==> config.mk <==
export PLATFORM = sky130hd
export DESIGN_NAME = memory_controller
export DESIGN_NICKNAME = d
export VERILOG_FILES = /design/src/rtl/core_pkg.sv /design/src/rtl/mc_sram.sv /design/src/rtl/memory_controller.sv
export SDC_FILE = /design/constraint.sdc
export NUM_CORES = 1
export LEC_CHECK = 0
export ABC_CLOCK_PERIOD_IN_PS = 7900
export CORE_MARGIN = 2
export CORE_UTILIZATION = 31
export DETAILED_ROUTE_END_ITERATION = 16
export SLEW_MARGIN = 25
export SYNTH_ARGS = -nofsm -noshare
export SYNTH_HDL_FRONTEND = slang
export SYNTH_SLANG_ARGS = --single-unit
==> constraint.sdc <==
create_clock -name ctrl_clk -period 7.9 [get_ports ctrl_clk]
set_clock_uncertainty 0.15 [all_clocks]
set_input_delay 1.975 -clock ctrl_clk [delete_from_list [all_inputs] [get_ports ctrl_clk]]
set_output_delay 1.975 -clock ctrl_clk [all_outputs]
set_load 0.01 [all_outputs]
==> src/rtl/core_pkg.sv <==
`default_nettype none
// ============================================================================
// Module   : core_pkg
// Purpose  : Definitions shared by the core control FSM and the memory
//            controller. Holds the data-condition codes, the default
//            data-path sizes, and a helper that maps the condition input
//            onto a legal code.
// Revision : 1.0  initial release
// ============================================================================
package core_pkg;

    localparam int DEF_DATA_W    = 8;
    localparam int DEF_ADDR_W    = 6;
    localparam int DEF_REG_WORDS = 4;

    typedef logic [2:0] cond_t;

    localparam cond_t COND_IDLE  = 3'b000;
    localparam cond_t COND_STORE = 3'b100;
    localparam cond_t COND_TRANS = 3'b010;
    localparam cond_t COND_PROC  = 3'b001;

    // Multi-bit (illegal) codes behave exactly like idle.
    function automatic cond_t cond_sanitize(input cond_t raw);
        case (raw)
            COND_STORE, COND_TRANS, COND_PROC: return raw;
            default:                           return COND_IDLE;
        endcase
    endfunction

endpackage
`default_nettype wire

==> src/rtl/mc_sram.sv <==
`default_nettype none
// ============================================================================
// Module   : mc_sram
// Purpose  : Single-port synchronous RAM with one-cycle read latency.
//            The array has no reset. On a write cycle the read data is
//            not meaningful.
// Ports    : ctrl_clk  clock
//            we        write enable
//            addr      word address
//            wdata     write data
//            rdata     registered read data for the address of the
//                      previous cycle
// Revision : 1.0  initial release
// ============================================================================
module mc_sram #(
    parameter int DATA_W = 8,
    parameter int ADDR_W = 6,
    parameter int DEPTH  = 64
) (
    input  logic              ctrl_clk,
    input  logic              we,
    input  logic [ADDR_W-1:0] addr,
    input  logic [DATA_W-1:0] wdata,
    output logic [DATA_W-1:0] rdata
);

    logic [DATA_W-1:0] mem [DEPTH];

    always_ff @(posedge ctrl_clk) begin
        if (we) begin
            mem[addr] <= wdata;
        end
        rdata <= mem[addr];
    end

endmodule
`default_nettype wire

==> src/rtl/memory_controller.sv <==
`default_nettype none
// ============================================================================
// Module   : memory_controller
// Purpose  : Stores an input block into on-chip RAM under condition 100,
//            then moves it into the register window REG_WORDS words at a
//            time under condition 010. An operation starts only on a change
//            of the (sanitised) condition code. Any other change aborts to
//            IDLE.
// Ports    : ctrl_clk, ctrl_reset   clock, async active-high reset
//            ctrl_data_contition    condition code (100/010/001/000)
//            data_in, data_in_valid input stream
//            data_in_length         block length, sampled at store start
//            mc_done                one-cycle end-of-operation pulse
//            mc_data_done           level: whole block transferred
//            reg_data_out           register window, word 0 in the LSBs
//            reg_valid              window holds a completed load
// Revision : 1.0  initial release
// ============================================================================
module memory_controller
    import core_pkg::*;
#(
    parameter int DATA_W    = DEF_DATA_W,
    parameter int ADDR_W    = DEF_ADDR_W,
    parameter int DEPTH     = 1 << DEF_ADDR_W,
    parameter int REG_WORDS = DEF_REG_WORDS
) (
    input  logic                        ctrl_clk,
    input  logic                        ctrl_reset,
    input  logic [2:0]                  ctrl_data_contition,
    input  logic [DATA_W-1:0]           data_in,
    input  logic                        data_in_valid,
    input  logic [ADDR_W:0]             data_in_length,
    output logic                        mc_done,
    output logic                        mc_data_done,
    output logic [REG_WORDS*DATA_W-1:0] reg_data_out,
    output logic                        reg_valid
);

    localparam int PTR_W  = ADDR_W + 1;
    localparam int CNT_W  = $clog2(REG_WORDS + 1);
    localparam int SLOT_W = (REG_WORDS > 1) ? $clog2(REG_WORDS) : 1;

    localparam logic [1:0] ST_IDLE  = 2'd0;
    localparam logic [1:0] ST_STORE = 2'd1;
    localparam logic [1:0] ST_LOAD  = 2'd2;
    localparam logic [1:0] ST_DONE  = 2'd3;

    logic [1:0]        state;
    cond_t             prev_cond;
    logic [PTR_W-1:0]  len;
    logic [PTR_W-1:0]  wr_ptr;
    logic [PTR_W-1:0]  rd_ptr;
    logic [CNT_W-1:0]  load_k;
    logic [CNT_W-1:0]  issue_cnt;
    logic              rd_pending;
    logic [SLOT_W-1:0] rd_slot;
    logic [DATA_W-1:0] window [REG_WORDS];

    cond_t             cond_now;
    logic              cond_changed;
    logic              start_store;
    logic              start_trans;
    logic [PTR_W-1:0]  wr_idx;
    logic [PTR_W-1:0]  wr_lim;
    logic              wr_en;
    logic [PTR_W-1:0]  remaining;
    logic [CNT_W-1:0]  next_k;
    logic [ADDR_W-1:0] rd_addr;
    logic [ADDR_W-1:0] sram_addr;
    logic [DATA_W-1:0] sram_rdata;

    assign cond_now     = cond_sanitize(ctrl_data_contition);
    assign cond_changed = (cond_now != prev_cond);
    assign start_store  = cond_changed && (cond_now == COND_STORE);
    assign start_trans  = cond_changed && (cond_now == COND_TRANS);

    // The start edge itself already writes word 0, so pointer and limit are
    // taken from the entry values on that edge.
    assign wr_idx = start_store ? '0 : wr_ptr;
    assign wr_lim = start_store ? data_in_length : len;
    assign wr_en  = data_in_valid
                 && (start_store || ((state == ST_STORE) && !cond_changed))
                 && (wr_idx < wr_lim);

    assign remaining = len - rd_ptr;
    assign next_k    = (remaining > PTR_W'(REG_WORDS)) ? CNT_W'(REG_WORDS)
                                                       : CNT_W'(remaining);

    assign rd_addr   = rd_ptr[ADDR_W-1:0] + ADDR_W'(issue_cnt);
    assign sram_addr = wr_en ? wr_idx[ADDR_W-1:0] : rd_addr;

    mc_sram #(
        .DATA_W (DATA_W),
        .ADDR_W (ADDR_W),
        .DEPTH  (DEPTH)
    ) u_sram (
        .ctrl_clk (ctrl_clk),
        .we       (wr_en),
        .addr     (sram_addr),
        .wdata    (data_in),
        .rdata    (sram_rdata)
    );

    always_ff @(posedge ctrl_clk or posedge ctrl_reset) begin
        if (ctrl_reset) begin
            state        <= ST_IDLE;
            prev_cond    <= COND_IDLE;
            len          <= '0;
            wr_ptr       <= '0;
            rd_ptr       <= '0;
            load_k       <= '0;
            issue_cnt    <= '0;
            rd_pending   <= 1'b0;
            rd_slot      <= '0;
            mc_done      <= 1'b0;
            mc_data_done <= 1'b0;
            reg_valid    <= 1'b0;
            for (int i = 0; i < REG_WORDS; i++) begin
                window[i] <= '0;
            end
        end else begin
            prev_cond <= cond_now;
            mc_done   <= 1'b0;

            if (start_store) begin
                state        <= ST_STORE;
                len          <= data_in_length;
                rd_ptr       <= '0;
                mc_data_done <= 1'b0;
                reg_valid    <= 1'b0;
                rd_pending   <= 1'b0;
                wr_ptr       <= wr_en ? PTR_W'(1) : '0;
                if (data_in_length == '0) begin
                    mc_done      <= 1'b1;
                    mc_data_done <= 1'b1;
                    state        <= ST_DONE;
                end else if (wr_en && (data_in_length == PTR_W'(1))) begin
                    mc_done <= 1'b1;
                    state   <= ST_DONE;
                end
            end else if (start_trans) begin
                state      <= ST_LOAD;
                reg_valid  <= 1'b0;
                rd_pending <= 1'b0;
                issue_cnt  <= '0;
                load_k     <= next_k;
                // Clearing up front gives the zero-fill of unused slots.
                for (int i = 0; i < REG_WORDS; i++) begin
                    window[i] <= '0;
                end
                if (next_k == '0) begin
                    mc_done      <= 1'b1;
                    mc_data_done <= 1'b1;
                    state        <= ST_DONE;
                end
            end else if (cond_changed) begin
                state      <= ST_IDLE;
                rd_pending <= 1'b0;
            end else begin
                case (state)
                    ST_STORE: begin
                        if (wr_en) begin
                            wr_ptr <= wr_ptr + PTR_W'(1);
                            if (wr_ptr + PTR_W'(1) == len) begin
                                mc_done <= 1'b1;
                                state   <= ST_DONE;
                            end
                        end
                    end
                    ST_LOAD: begin
                        // rd_pending/rd_slot track the read issued one edge
                        // earlier, whose data is now on sram_rdata.
                        if (issue_cnt < load_k) begin
                            rd_pending <= 1'b1;
                            rd_slot    <= SLOT_W'(issue_cnt);
                            issue_cnt  <= issue_cnt + CNT_W'(1);
                        end else begin
                            rd_pending <= 1'b0;
                        end
                        if (rd_pending) begin
                            window[rd_slot] <= sram_rdata;
                            if (CNT_W'(rd_slot) + CNT_W'(1) == load_k) begin
                                mc_done    <= 1'b1;
                                reg_valid  <= 1'b1;
                                rd_ptr     <= rd_ptr + PTR_W'(load_k);
                                state      <= ST_DONE;
                                rd_pending <= 1'b0;
                                if (rd_ptr + PTR_W'(load_k) == len) begin
                                    mc_data_done <= 1'b1;
                                end
                            end
                        end
                    end
                    default: begin
                    end
                endcase
            end
        end
    end

    generate
        for (genvar g = 0; g < REG_WORDS; g++) begin : g_window
            assign reg_data_out[g*DATA_W +: DATA_W] = window[g];
        end
    endgenerate

endmodule
`default_nettype wire

---- After elaboration in Yosys (flattened, before gate mapping) ----
Memories as Yosys holds them, arrays and structs flattened. A register that Yosys moved wholly into a read port is not among the register bits.
Cells that the tools add are included.
storage, ports and cells
  register bits ........................... 70
  RAM bits ................................ 512
  input port bits ......................... 21
  output and inout bits ................... 35
  logic and storage cells ................. 162
  memories ................................ 1
cells by class
  $add $sub $neg .......................... 6
  $lt $le $gt $ge ......................... 5
  eq/ne operators ......................... 21
  mux-type cells .......................... 74
  bitwise gates (word level) .............. 4
  reductions and logical operators ........ 35
memories
  name        words  bits a word  rd ports  clocked after Yosys merged registers in  write ports  line           RTL
  u_sram.mem  64     8            1         1                                        1            mc_sram.sv:27  logic [DATA_W-1:0] mem [DEPTH];
operators with widths
  cell                 count
  $mux 32              4
  $mux 7               13
  $mux 1               36
  $bwmux 32            1
  $mux 2               9
  $mux 3               6
  $demux 8 s2          1
  $reduce_and 4->1     4
  $reduce_bool 2->1    8
  $ne 5x5->1 const B   3
  $reduce_and 5->1     3
  $eq 7x7->1           2
  $reduce_bool 3->1    4
  $mux 8               1
  $add 7x1->7 const B  1
  $add 7x3->7          1
  $eq 7x1->1 const B   1
  $gt 7x3->1 const B   1
  $logic_and 1x1->1    7
  $logic_not 7->1      1
  $lt 7x7->1           1
  $sub 7x7->7          1
  $add 6x3->6          1
  $eq 3x2->1 const B   2
  other kinds (29)     33

---- Depth between registers and ports, before layout ----
Gate-level depths: netlist of the first run.
  word-level depth ........................ 14
  gate-level depth with buffers ........... 22
  mapped depth without buffers ............ 14

---- Hierarchy ----
A second synthesis of the first run with hierarchy kept.
second synthesis, totals
  cell total of the unflattened synthesis .. 1657
  area total of the unflattened synthesis .. 24738.7 µm²
by module, submodules not included
  module             instances  cells an instance  area an instance (µm²)  sequential area each (µm²)
  mc_sram            1          1184               20208.1                 15534.9
  memory_controller  1          473                4530.6                  1751.7

---- Worst setup path before layout of the first run ----
Ideal clock, no wire load.
  path type ............................... input-to-reg
  from .................................... input ctrl_data_contition[0]
  to ...................................... register u_sram.rdata[0] (read register of u_sram.mem)
  setup time .............................. 0.134 ns
  arrival time ............................ 6.323 ns
  required time ........................... 7.616 ns
  setup slack ............................. 1.293 ns
  stages .................................. 18
  buffers on the path ..................... 4
  cells stage by stage .................... buf_2 > or3b_4 > inv_2 > nand2_1 > buf_1 > and2_1 > ha_1 > o21a_1 > o21ai_0 > a211oi_1 > a211oi_2 > buf_6 > mux2i_2 > clkbuf_1 > mux2_2 > a2111oi_0 > o22ai_1 > or4_1
on the way
  longest elaborated chain between the ends .. 10
  elaborated cells on any way between the ends .. 17
  classes of those cells .................. order compare (1); eq/ne (5); mux (4); reduce/logical (7)
RTL lines
  item                                                                line                     RTL
  start, declared                                                     memory_controller.sv:29  input logic [2:0] ctrl_data_contition,
  $eq 3x3->1 (tied with other cells)                                  core_pkg.sv:25           case (raw)
  $reduce_or 3->1 *                                                   core_pkg.sv:25
  $mux 3 *                                                            core_pkg.sv:25
  net cond_now[2]                                                     memory_controller.sv:59  cond_t cond_now;
  parallel branches: the longest is 6 deep, another holds $lt 7x7->1  -
  $mux 6 *                                                            memory_controller.sv:90  assign sram_addr = wr_en ? wr_idx[ADDR_W-1:0] : rd_addr;
  end, declared                                                       mc_sram.sv:24            output logic [DATA_W-1:0] rdata
Mark *: on every way through the listed nets, which the timed path passes.
A chain may end at the register's enable or synchronous reset.

---- Final worst setup path of the first run ----
  from .................................... input ctrl_data_contition[2]
  to ...................................... register u_sram.rdata[5] (read register of u_sram.mem)
on the way
  longest elaborated chain between the ends .. 10
  elaborated cells on any way between the ends .. 17
  classes of those cells .................. order compare (1); eq/ne (5); mux (4); reduce/logical (7)
RTL lines
  item                                                                line
  $eq 3x3->1 (tied with other cells)                                  core_pkg.sv:25
  $reduce_or 3->1                                                     core_pkg.sv:25
  $mux 3 *                                                            core_pkg.sv:25
  net cond_now[2]                                                     memory_controller.sv:59
  parallel branches: the longest is 6 deep, another holds $lt 7x7->1  -
  $mux 6 *                                                            memory_controller.sv:90
Marked as above.

==> run summary, run 1 <==
Cell Area, Synth: 29210 um2
Via density per instance: 5.428
Worst relative slew slack: 32.80%
Number of buffers inserted by port buffering: 55
Detailed-placement wirelength estimate: 49960 um
Start point of the worst min-delay path: reg_data_out[15]
Maximum number of pins on one net before global-route repair: 175
Number of buffers on the longest clock path: 3
Placed Area: 31760 um2
Fraction of the cycle the final worst path needs: 90.00%
Wire length of the first global-routing pass: 126200 um
Worst VDD drop: 301.4 uV
Average wire per standard cell: 21.20 um
Critical Path Source Type: input port
Post-CTS Resized: 0
Reg-to-reg setup timing slack: 2.06 ns
Layout fillers: 9123
Final period demand of the worst path: 7.110 ns
Leading cell type in the layout, fill and taps excluded: edfxtp_1
EDFF count, synth: 512
Routability congestion estimate from global placement: 0.8400
Hold Crit Class: reg2reg
Total via count after detailed routing: 21.38k
Hold path endpoint: reg_data_out[15]
Post-Place Setup Slack: 0.1669 ns
Vias in the first global route: 20.12k
Flops & latches, synth: 590
Top cell type by total area after synthesis: edfxtp_1
Maximum operating frequency: 0.1407 GHz
Fraction of layout cells with a size suffix above 1: 11.40%
Number of buffers inserted for hold repair after clock tree synthesis: 0
Req. time, crit path: 8.25 ns
Total gr overflow: 0
Diodes inserted: 0
Maximum fanout along the worst path: 62
Initial Utilization: 31.30%
Slew Limit Fails: 0
Kind of critical path: in2reg
Root cell of the clock tree: clkbuf_16
Tot GR Track Use: 16.78%
End of the worst register-to-register path: u_sram.rdata[5]
Worst hold stages: 2
Post-Syn Instances: 2584
Share of synthesized registers carrying an async set or reset: 11.86%
Final Core Density: 36.25%
Setup-violating endpoint count in the final report: 0
Number of synthesis warnings: 0
Ranking of synthesized cells by area: edfxtp_1 53%, nand3_1 6.8%, dfrtp_1 6.0%
Outcome: completed
Slew at the pin closest to its max-slew limit: 1.004 ns
Die extent in y: 311.0 um
Worst endpoint data arrival time: 7.46 ns
Design Power: 9.272 mW
Clock input transition at the sequential cells of the worst setup and hold paths: 0.06 ns
Number of nets at the end of the flow: 2681
Smallest setup slack after layout: 0.7903 ns
Cell area after layout: 33840 um2
Die boundary width: 311.0 um
Core outline area: 93330 um2
H-Tree Level Count: 2
Max cap viols: 0
Portion of synthesized cell area occupied by the leading cell type: 52.63%
Ports: 56
Depth of the worst register-to-register path: 17
Netlist cell types: 66
Post-CTS setup buffers: 0
Nets in the synthesized netlist: 2634
Commonest cells after routing, fill and taps aside: 512 x edfxtp_1, 399 x nand3_1, 232 x nand2_1
Number of DRC markers in iteration 0: 2541
Final sum of negative setup slack: 0 ns
P_leak: 11.79 nW
Sink Count: 590
CP Capture Type: register
First-pass detailed-route iteration total: 6
Seq/Total Area, Yosys: 59.17%
TritonCTS buffer count: 61
Post-route antenna net violation count: 0
TritonCTS clock tree: built
Power density of the placed cells: 274.0 nW/um2
FP Rows: 112
Number of hold violations in the final report: 0
Total wire length after detailed routing: 83500 um
Initial antenna violation count: 5
Main flop type after synthesis: edfxtp_1
Unrepaired setup endpoints after global routing: no
Critical R2R Launch: prev_cond[0]
Synthesized area per cell: 11.31 um2
Number of remaining DRC errors: 0
Area Growth Syn to Fin: 15.82%
Overall die area: 96710 um2
Source-to-sink clock delay at the later pin of the worst-skew pair: 0.65 ns
[flip-flops by register name, summed over array words and instances (netlist names), 3 cells and up]
register	flops
issue_cnt	3
len	7
load_k	3
prev_cond	3
rd_ptr	7
reg_data_out	32
u_sram.mem	512
u_sram.rdata	8
wr_ptr	7
[metal layers]
| metal | global-route usage, % | part of all wire [%] | wire length [um] |
|---|---|---|---|
| met3 | 3.286 | 8.4 | 7005 |
| met5 | 0 | 0.048 | 40 |
| met4 | 5.040 | 2.9 | 2416 |
| met2 | 25.90 | 45 | 37200 |
| met1 | 23.81 | 44 | 36840 |
[how the worst max path moves through the flow]
stage / start / end / slack, ns / depth (start not counted)
final: ctrl_data_contition[2] / u_sram.rdata[5] / 0.79 / 19
after global routing: ctrl_data_contition[2] / u_sram.rdata[4] / 0.36 / 17
after detailed placement: ctrl_data_contition[2] / u_sram.rdata[5] / 0.17 / 19
after global placement: ctrl_data_contition[2] / u_sram.rdata[4] / 0.24 / 16
after floorplan: ctrl_data_contition[0] / u_sram.rdata[0] / 1.29 / 18
after CTS: ctrl_data_contition[2] / u_sram.rdata[5] / 0.80 / 19
[worst max-delay path: stages]
cell	delay [ns]
clkdlybuf4s50_1	0.47
or3b_4	0.44
inv_2	0.11
nand2_1	0.30
and2_1	0.33
ha_1	0.28
o21a_1	0.18
o21ai_0	0.17
a211oi_1	0.11
a211oi_4	0.36
buf_12	0.34
mux2_2	0.50
buf_12	0.28
buf_4	0.19
a31oi_1	0.05
a2111oi_0	0.54
buf_4	0.23
o22ai_1	0.14
or4_1	0.44
[per-stage QoR]
step	hold WS, ns	instances
detailed placement	0.3570	3822
global route	0.3967	3938
global placement	0.3513	3822
finish	0.3696	3938
floorplan	0.3471	2584
CTS	0.3758	3938
[cell usage after synthesis, types with 35 or more instances]
master	number
a31oi_1	194
dfrtp_1	70
clkbuf_1	127
a21o_1	202
mux2i_1	41
nand2b_1	201
nand3_1	399
buf_1	44
mux2_2	48
nand2_1	232
buf_2	35
edfxtp_1	512
nor2_1	127
[power breakdown]
| part | total (mW) | internal [mW] | switching (mW) |
|---|---|---|---|
| combinational | 2.73 | 1.16 | 1.57 |
| clock | 2.96 | 1.71 | 1.25 |
| sequential | 3.58 | 3.46 | 0.122 |
[cell families (layout without fill, tap and decap cells)]
group / after synthesis / after routing / share of synthesized area, %
DFF: 590 / 590 / 59.17
muxes: 109 / 109 / 4.047
AOI/OAI and AO/OA: 562 / 562 / 13.90
and+or+nand+nor: 1015 / 1015 / 17.10
xor gates and xnor gates: 37 / 37 / 1.109
adders and majority gates: 29 / 29 / 1.319
buffers and inverters: 242 / 342 / 3.353
[layout make-up]
cell class                      count  area (um2)  share of cell area, %
Timing Repair Buffer              195        1762                  5.207
Clock buffer                       95        1805                  5.336
Clock inverter                     21       267.8                 0.7913
Inverter                           31       116.4                 0.3439
Tap cell                         1254        1569                  4.637
Sequential cell                   590       17290                  51.09
Multi-Input combinational cell   1752       11030                  32.60
No activity file was read; power rests on OpenSTA's default activity.
==> run 2: changes to the inputs <==
--- a/config.mk
+++ b/config.mk
@@ -7,8 +7,9 @@
 export LEC_CHECK = 0
 export ABC_CLOCK_PERIOD_IN_PS = 7900
 export CORE_MARGIN = 2
-export CORE_UTILIZATION = 31
+export CORE_UTILIZATION = 40
 export DETAILED_ROUTE_END_ITERATION = 16
+export REMOVE_ABC_BUFFERS = 1
 export SLEW_MARGIN = 25
 export SYNTH_ARGS = -nofsm -noshare
 export SYNTH_HDL_FRONTEND = slang
==> run 2 against run 1 <==
Hold slack worse by 0.0024 ns. Sequential share of layout area up 0.73 points. Via count up 0.48%. Clock-buffer cell count down 3. Register-to-register slack worse by 0.10 ns. Core utilization up 9.7 points. Cell count down 7.9%. Largest power group unchanged.
==> run summary, run 2 (synthesis results as in run 1) <==
Outcome: completed
FP Rows: 99 (-12%)
CP Capture Type: register
Number of buffers on the longest clock path: 3 (unchanged)
Total gr overflow: 0 (unchanged)
Number of hold violations in the final report: 0 (unchanged)
Fraction of the cycle the final worst path needs: 94.27% (+4.3 points)
Detailed-placement wirelength estimate: 48410 um (-3.1%)
Depth of the worst register-to-register path: 16 (-1)
Sink Count: 590 (unchanged)
Overall die area: 75210 um2 (-22%)
Hold Crit Class: reg2reg
Kind of critical path: in2reg
Fraction of layout cells with a size suffix above 1: 10.57% (-0.83 points)
Library cell contributing the largest single delay on the critical path: a2111oi_0
Root cell of the clock tree: clkbuf_16
Die extent in y: 274.3 um (-12%)
Final period demand of the worst path: 7.447 ns (+0.3372 ns)
Clock input transition at the sequential cells of the worst setup and hold paths: 0.06 ns (about the same)
Maximum operating frequency: 0.1343 GHz (-4.5%)
Critical path destination: u_sram.rdata[5]
P_leak: 11.71 nW (-0.68%)
Die boundary width: 274.3 um (-12%)
Placed Instances: 3507 (-8.2%)
Total wire length after detailed routing: 82420 um (-1.3%)
Wire length of the first global-routing pass: 124800 um (-1.1%)
Largest register FFs: 512 (unchanged)
Initial Utilization: 40.25% (+8.9 points)
Footprint of the multi-input gates: 11030 um2 (about the same)
Largest reg by FF count: u_sram.mem
Req. time, crit path: 8.23 ns (-0.02 ns)
Critical-path cell list: clkdlybuf4s50_1 -> or3b_4 -> inv_2 -> nand2_1 -> and2_1 -> ha_1 -> o21a_1 -> o21ai_0 -> a211oi_1 -> a211oi_4 -> buf_4 -> buf_12 -> a21o_1 -> a31oi_1 -> a2111oi_0 -> buf_4 -> o22ai_1 -> or4_1
Number of buffers inserted by port buffering: 55 (unchanged)
Worst relative slew slack: 29.00% (-3.8 points)
Commonest cells after routing, fill and taps aside: 512 x edfxtp_1, 399 x nand3_1, 232 x nand2_1
Vias in the first global route: 20.65k (+2.6%)
Post-CTS Resized: 0 (unchanged)
Max cap viols: 0 (unchanged)
Power density of the placed cells: 282.5 nW/um2 (+3.1%)
Buffer and inverter count on the worst path: 5 (-1)
Number of remaining DRC errors: 0 (unchanged)
Core outline area: 72590 um2 (-22%)
Cell depth of the worst setup path: 18 (-1)
Number of buffers inserted for hold repair after clock tree synthesis: 0 (unchanged)
Number of DRC markers in iteration 0: 2144 (-16%)
Critical Path Source Type: input port
Routed length on met2: 38940 um (+4.7%)
Smallest setup slack after layout: 0.4530 ns (-0.3372 ns)
Post-route antenna net violation count: 0 (unchanged)
H-Tree Level Count: 3 (+1)
Via density per instance: 5.920 (+9.1%)
TritonCTS clock tree: built
Crit-path leading delay family: compound AO/OA/AOI/OAI gates
Area Growth Syn to Fin: 14.19%
Layout fillers: 6564 (-28%)
Post-CTS setup buffers: 0 (unchanged)
Worst VDD drop: 212.3 uV (-30%)
Average wire per standard cell: 22.72 um (+7.1%)
Post-route non-filler standard cell count: 3628 (-7.9%)
Crit path from: ctrl_data_contition[0]
Slew at the pin closest to its max-slew limit: 1.065 ns (+0.06075 ns)
Slew Limit Fails: 0 (unchanged)
Leading cell type in the layout, fill and taps excluded: edfxtp_1
TritonCTS buffer count: 68 (+11%)
Number of nets at the end of the flow: 2668 (-0.48%)
First-pass detailed-route iteration total: 6 (unchanged)
Initial antenna violation count: 4 (-1)
Tot GR Track Use: 21.73% (+4.9 points)
Register area: 17290 um2 (unchanged)
Total via count after detailed routing: 21.48k (+0.48%)
End of the worst register-to-register path: u_sram.rdata[5]
Routability congestion estimate from global placement: 0.8964 (+6.7%)
Worst endpoint data arrival time: 7.78 ns (+0.32 ns)
Cell area after layout: 33360 um2 (-1.4%)
Placed Area: 31200 um2 (-1.8%)
Wl on met1: 35250 um (-4.3%)
Post-Place Setup Slack: -0.07862 ns (-0.2455 ns)
Critical R2R Launch: prev_cond[0]
Routed length on met3: 5988 um (-15%)
Source-to-sink clock delay at the later pin of the worst-skew pair: 0.62 ns (-0.03 ns)
Delay contributed by the slowest stage of the critical path: 0.77 ns (+0.23 ns)
Uppermost layer routed: met5
Reg-to-reg setup timing slack: 1.96 ns (-0.10 ns)
Worst path most repeated cell: buf_4
Setup-violating endpoint count in the final report: 0 (unchanged)
Maximum fanout along the worst path: 178 (+190%)
Maximum number of pins on one net before global-route repair: 240 (+37%)
Unrepaired setup endpoints after global routing: no
Ports: 56 (unchanged)
run 2: layer usage:
metal,GRT usage [%],vias up
met1,29.39,10760
li1,-,9768
met5,0,-
met3,4.274,147
met2,35.45,796
met4,6.393,6
run 2: power by group:
| part | leakage, nW | switching [mW] | internal, mW |
|---|---|---|---|
| Sequential | 5.61 | 0.115 | 3.46 |
| Combinational | 5.05 | 1.57 | 1.20 |
| Clock | 1.05 | 1.26 | 1.82 |
run 2: how the worst min path moves through the flow:
stage / startpoint / end / slack [ns] / depth (start not counted)
after floorplan: state[1] / state[1] / 0.35 / 1
final: reg_data_out[6] / reg_data_out[6] / 0.37 / 2
after global placement: reg_data_out[6] / reg_data_out[6] / 0.36 / 2
after global routing: reg_data_out[8] / reg_data_out[8] / 0.41 / 2
after detailed placement: reg_data_out[6] / reg_data_out[6] / 0.36 / 2
after CTS: reg_data_out[6] / reg_data_out[6] / 0.37 / 2
run 2: worst min-delay path, stage by stage (launching register included):
cell and delay, ns:
dfrtp_1 0.34, mux2i_1 0.07, nor2_1 0.07
run 2: metrics by stage:
step / power [mW] / setup TNS (ns) / util [%] / hold WS [ns]
after floorplan: 5.656 / - / - / 0.3471
after global placement: 6.316 / -0.1324 / 42.99 / 0.3561
after detailed placement: 6.371 / -0.07862 / 42.99 / 0.3625
after CTS: 9.452 / 0 / 45.96 / 0.3741
after global routing: 9.816 / 0 / 45.96 / 0.4050
final: 9.426 / 0 / 45.96 / 0.3672
run 2: layout make-up:
type	instances	share of cell area, %
Inverter	31	0.3488
Tap cell	959	3.597
Multi-Input combinational cell	1752	33.05
Antenna cell	1	0.007501
Sequential cell	590	51.82
Clock buffer	92	5.588
Clock inverter	28	0.8701
Timing Repair Buffer	175	4.718
==> run 3: changes to the inputs <==
--- a/config.mk
+++ b/config.mk
@@ -7,7 +7,8 @@
 export LEC_CHECK = 0
 export ABC_CLOCK_PERIOD_IN_PS = 7900
 export CORE_MARGIN = 2
-export CORE_UTILIZATION = 40
+export CORE_UTILIZATION = 45
+export CTS_BUF_LIST = sky130_fd_sc_hd__clkbuf_2 sky130_fd_sc_hd__clkbuf_4 sky130_fd_sc_hd__clkbuf_8
 export DETAILED_ROUTE_END_ITERATION = 16
 export REMOVE_ABC_BUFFERS = 1
 export SLEW_MARGIN = 25
==> run 3 against run 2 <==
Power down 4.8%. Register-to-register slack improved by 0.12 ns. Combinational power about the same. Critical path depth shrank 1. Maximum frequency grew 3.7%. Critical endpoint is now u_sram.rdata[2]. Largest power group unchanged. Highest routed layer unchanged.
==> run summary, run 3 (synthesis results as in run 1) <==
Sink Count: 590 (unchanged)
Max cap viols: 0 (unchanged)
Number of buffers on the longest clock path: 3 (unchanged)
Fraction of layout cells with a size suffix above 1: 12.53% (+2.0 points)
Power density of the placed cells: 272.5 nW/um2 (-3.6%)
Core outline area: 64350 um2 (-11%)
Largest reg by FF count: u_sram.mem
Worst VDD drop: 182.9 uV (-14%)
Number of hold violations in the final report: 0 (unchanged)
Root cell of the clock tree: clkbuf_8
Number of DRC markers in iteration 0: 1965 (-8.3%)
Number of remaining DRC errors: 0 (unchanged)
Tot GR Track Use: 25.01% (+3.3 points)
Clock input transition at the sequential cells of the worst setup and hold paths: 0.06 ns (about the same)
Maximum number of pins on one net before global-route repair: 227 (-5.4%)
Fraction of the cycle the final worst path needs: 90.91% (-3.4 points)
Slew at the pin closest to its max-slew limit: 1.174 ns (+0.1094 ns)
Worst endpoint data arrival time: 7.60 ns (-0.18 ns)
Largest register FFs: 512 (unchanged)
Initial antenna violation count: 1 (-3)
Maximum operating frequency: 0.1392 GHz (+3.7%)
Post-route antenna net violation count: 0 (unchanged)
Worst hold slack: 0.3711 ns (+0.003837 ns)
Post-CTS setup buffers: 0 (unchanged)
Vias in the first global route: 21.36k (+3.4%)
Hold Crit Class: reg2reg
Overall die area: 66970 um2 (-11%)
Worst relative slew slack: 21.70% (-7.3 points)
Via density per instance: 6.063 (+2.4%)
TritonCTS buffer count: 96 (+41%)
Total gr overflow: 0 (unchanged)
Final period demand of the worst path: 7.182 ns (-0.2650 ns)
TritonCTS clock tree: built
Total via count after detailed routing: 21.69k (+0.98%)
Maximum fanout along the worst path: 51 (-71%)
Unrepaired setup endpoints after global routing: no
Number of buffers inserted for hold repair after clock tree synthesis: 0 (unchanged)
Req. time, crit path: 8.32 ns (+0.09 ns)
Final sum of negative setup slack: 0 ns (unchanged)
Number of nets at the end of the flow: 2697 (+1.1%)
Kind of critical path: in2reg
H-Tree Level Count: 3 (unchanged)
CP Capture Type: register
Detailed-placement wirelength estimate: 49040 um (+1.3%)
Die extent in y: 258.8 um (-5.6%)
Wire length of the first global-routing pass: 128200 um (+2.7%)
Routability congestion estimate from global placement: 0.8922 (-0.47%)
Area Growth Syn to Fin: 12.72%
Post-CTS Resized: 0 (unchanged)
Commonest cells after routing, fill and taps aside: 512 x edfxtp_1, 399 x nand3_1, 232 x nand2_1
FP Rows: 93 (-6.1%)
Die boundary width: 258.8 um (-5.6%)
Outcome: completed
Number of buffers inserted by port buffering: 55 (unchanged)
Initial Utilization: 45.40% (+5.2 points)
First-pass detailed-route iteration total: 6 (unchanged)
Leading cell type in the layout, fill and taps excluded: edfxtp_1
Total wire length after detailed routing: 84180 um (+2.1%)
Source-to-sink clock delay at the later pin of the worst-skew pair: 0.70 ns (+0.08 ns)
Setup-violating endpoint count in the final report: 0 (unchanged)
Slew Limit Fails: 0 (unchanged)
P_leak: 11.64 nW (-0.63%)
Average wire per standard cell: 23.53 um (+3.6%)
Critical Path Source Type: input port
Ports: 56 (unchanged)
==> run 3: through the flow <==
stage | utilization (%) | cells | setup WS (ns) | total power [mW] | area, um2
2_1_floorplan | - | 2373 | -28.60 | 5.656 | 28350
3_3_place_gp | 48.28 | 3404 | 0.2151 | 6.315 | 31070
3_5_place_dp | 48.28 | 3404 | 0.1124 | 6.377 | 31070
4_1_cts | 51.17 | 3576 | 0.8409 | 8.991 | 32930
5_1_grt | 51.17 | 3576 | 0.5524 | 9.366 | 32930
6_report | 51.18 | 3577 | 0.7180 | 8.974 | 32930
==> run 3: routing by layer <==
layer | wire length, um | up-vias | track usage [%]
met5 | 13 | - | 0
met4 | 2661 | 2 | 8.927
met3 | 5167 | 177 | 3.707
met2 | 39630 | 816 | 40.86
met1 | 36720 | 10880 | 34.07
li1 | - | 9813 | -
==> run 3: worst paths after layout <==
check,startpoint,to,slack [ns],depth (start not counted)
setup / recovery,ctrl_data_contition[0],u_sram.rdata[2],0.72,17
hold / removal,reg_data_out[28],reg_data_out[28],0.37,2
setup reg to reg,prev_cond[0],u_sram.rdata[2],2.08,15
hold reg to reg,reg_data_out[28],reg_data_out[28],0.37,2
max in group asynchronous,ctrl_reset,prev_cond[0],5.28,3
min in group asynchronous,ctrl_reset,reg_data_out[22],1.73,3
==> run 3: worst max-delay path, cell delays in order <==
cell and delay (ns):
clkdlybuf4s50_1 0.55, or3b_4 0.50, inv_2 0.11, nand2_1 0.19, buf_4 0.28, mux2i_1 0.17, ha_1 0.24, a211oi_1 0.29
o211ai_1 0.19, a211oi_4 0.41, mux2i_4 0.32, buf_12 0.34, mux2_2 0.38, a2111oi_0 0.78, buf_4 0.23, o22ai_1 0.12
or4_1 0.45
==> run 3: final cells by class <==
type	count	area, um2
Antenna cell	1	2.502
Clock buffer	135	1627
Clock inverter	37	231.5
Fill cell	5578	31420
Inverter	31	116.4
Multi-Input combinational cell	1752	11030
Sequential cell	590	17290
Tap cell	855	1070
Timing Repair Buffer	176	1569
==> run 3: report_power, final <==
part           switching [mW]  internal, mW  leakage (nW)
clock network            1.23          1.39         0.977
logic                    1.61          1.18          5.05
registers               0.109          3.46          5.61
total                    2.94          6.03          11.6
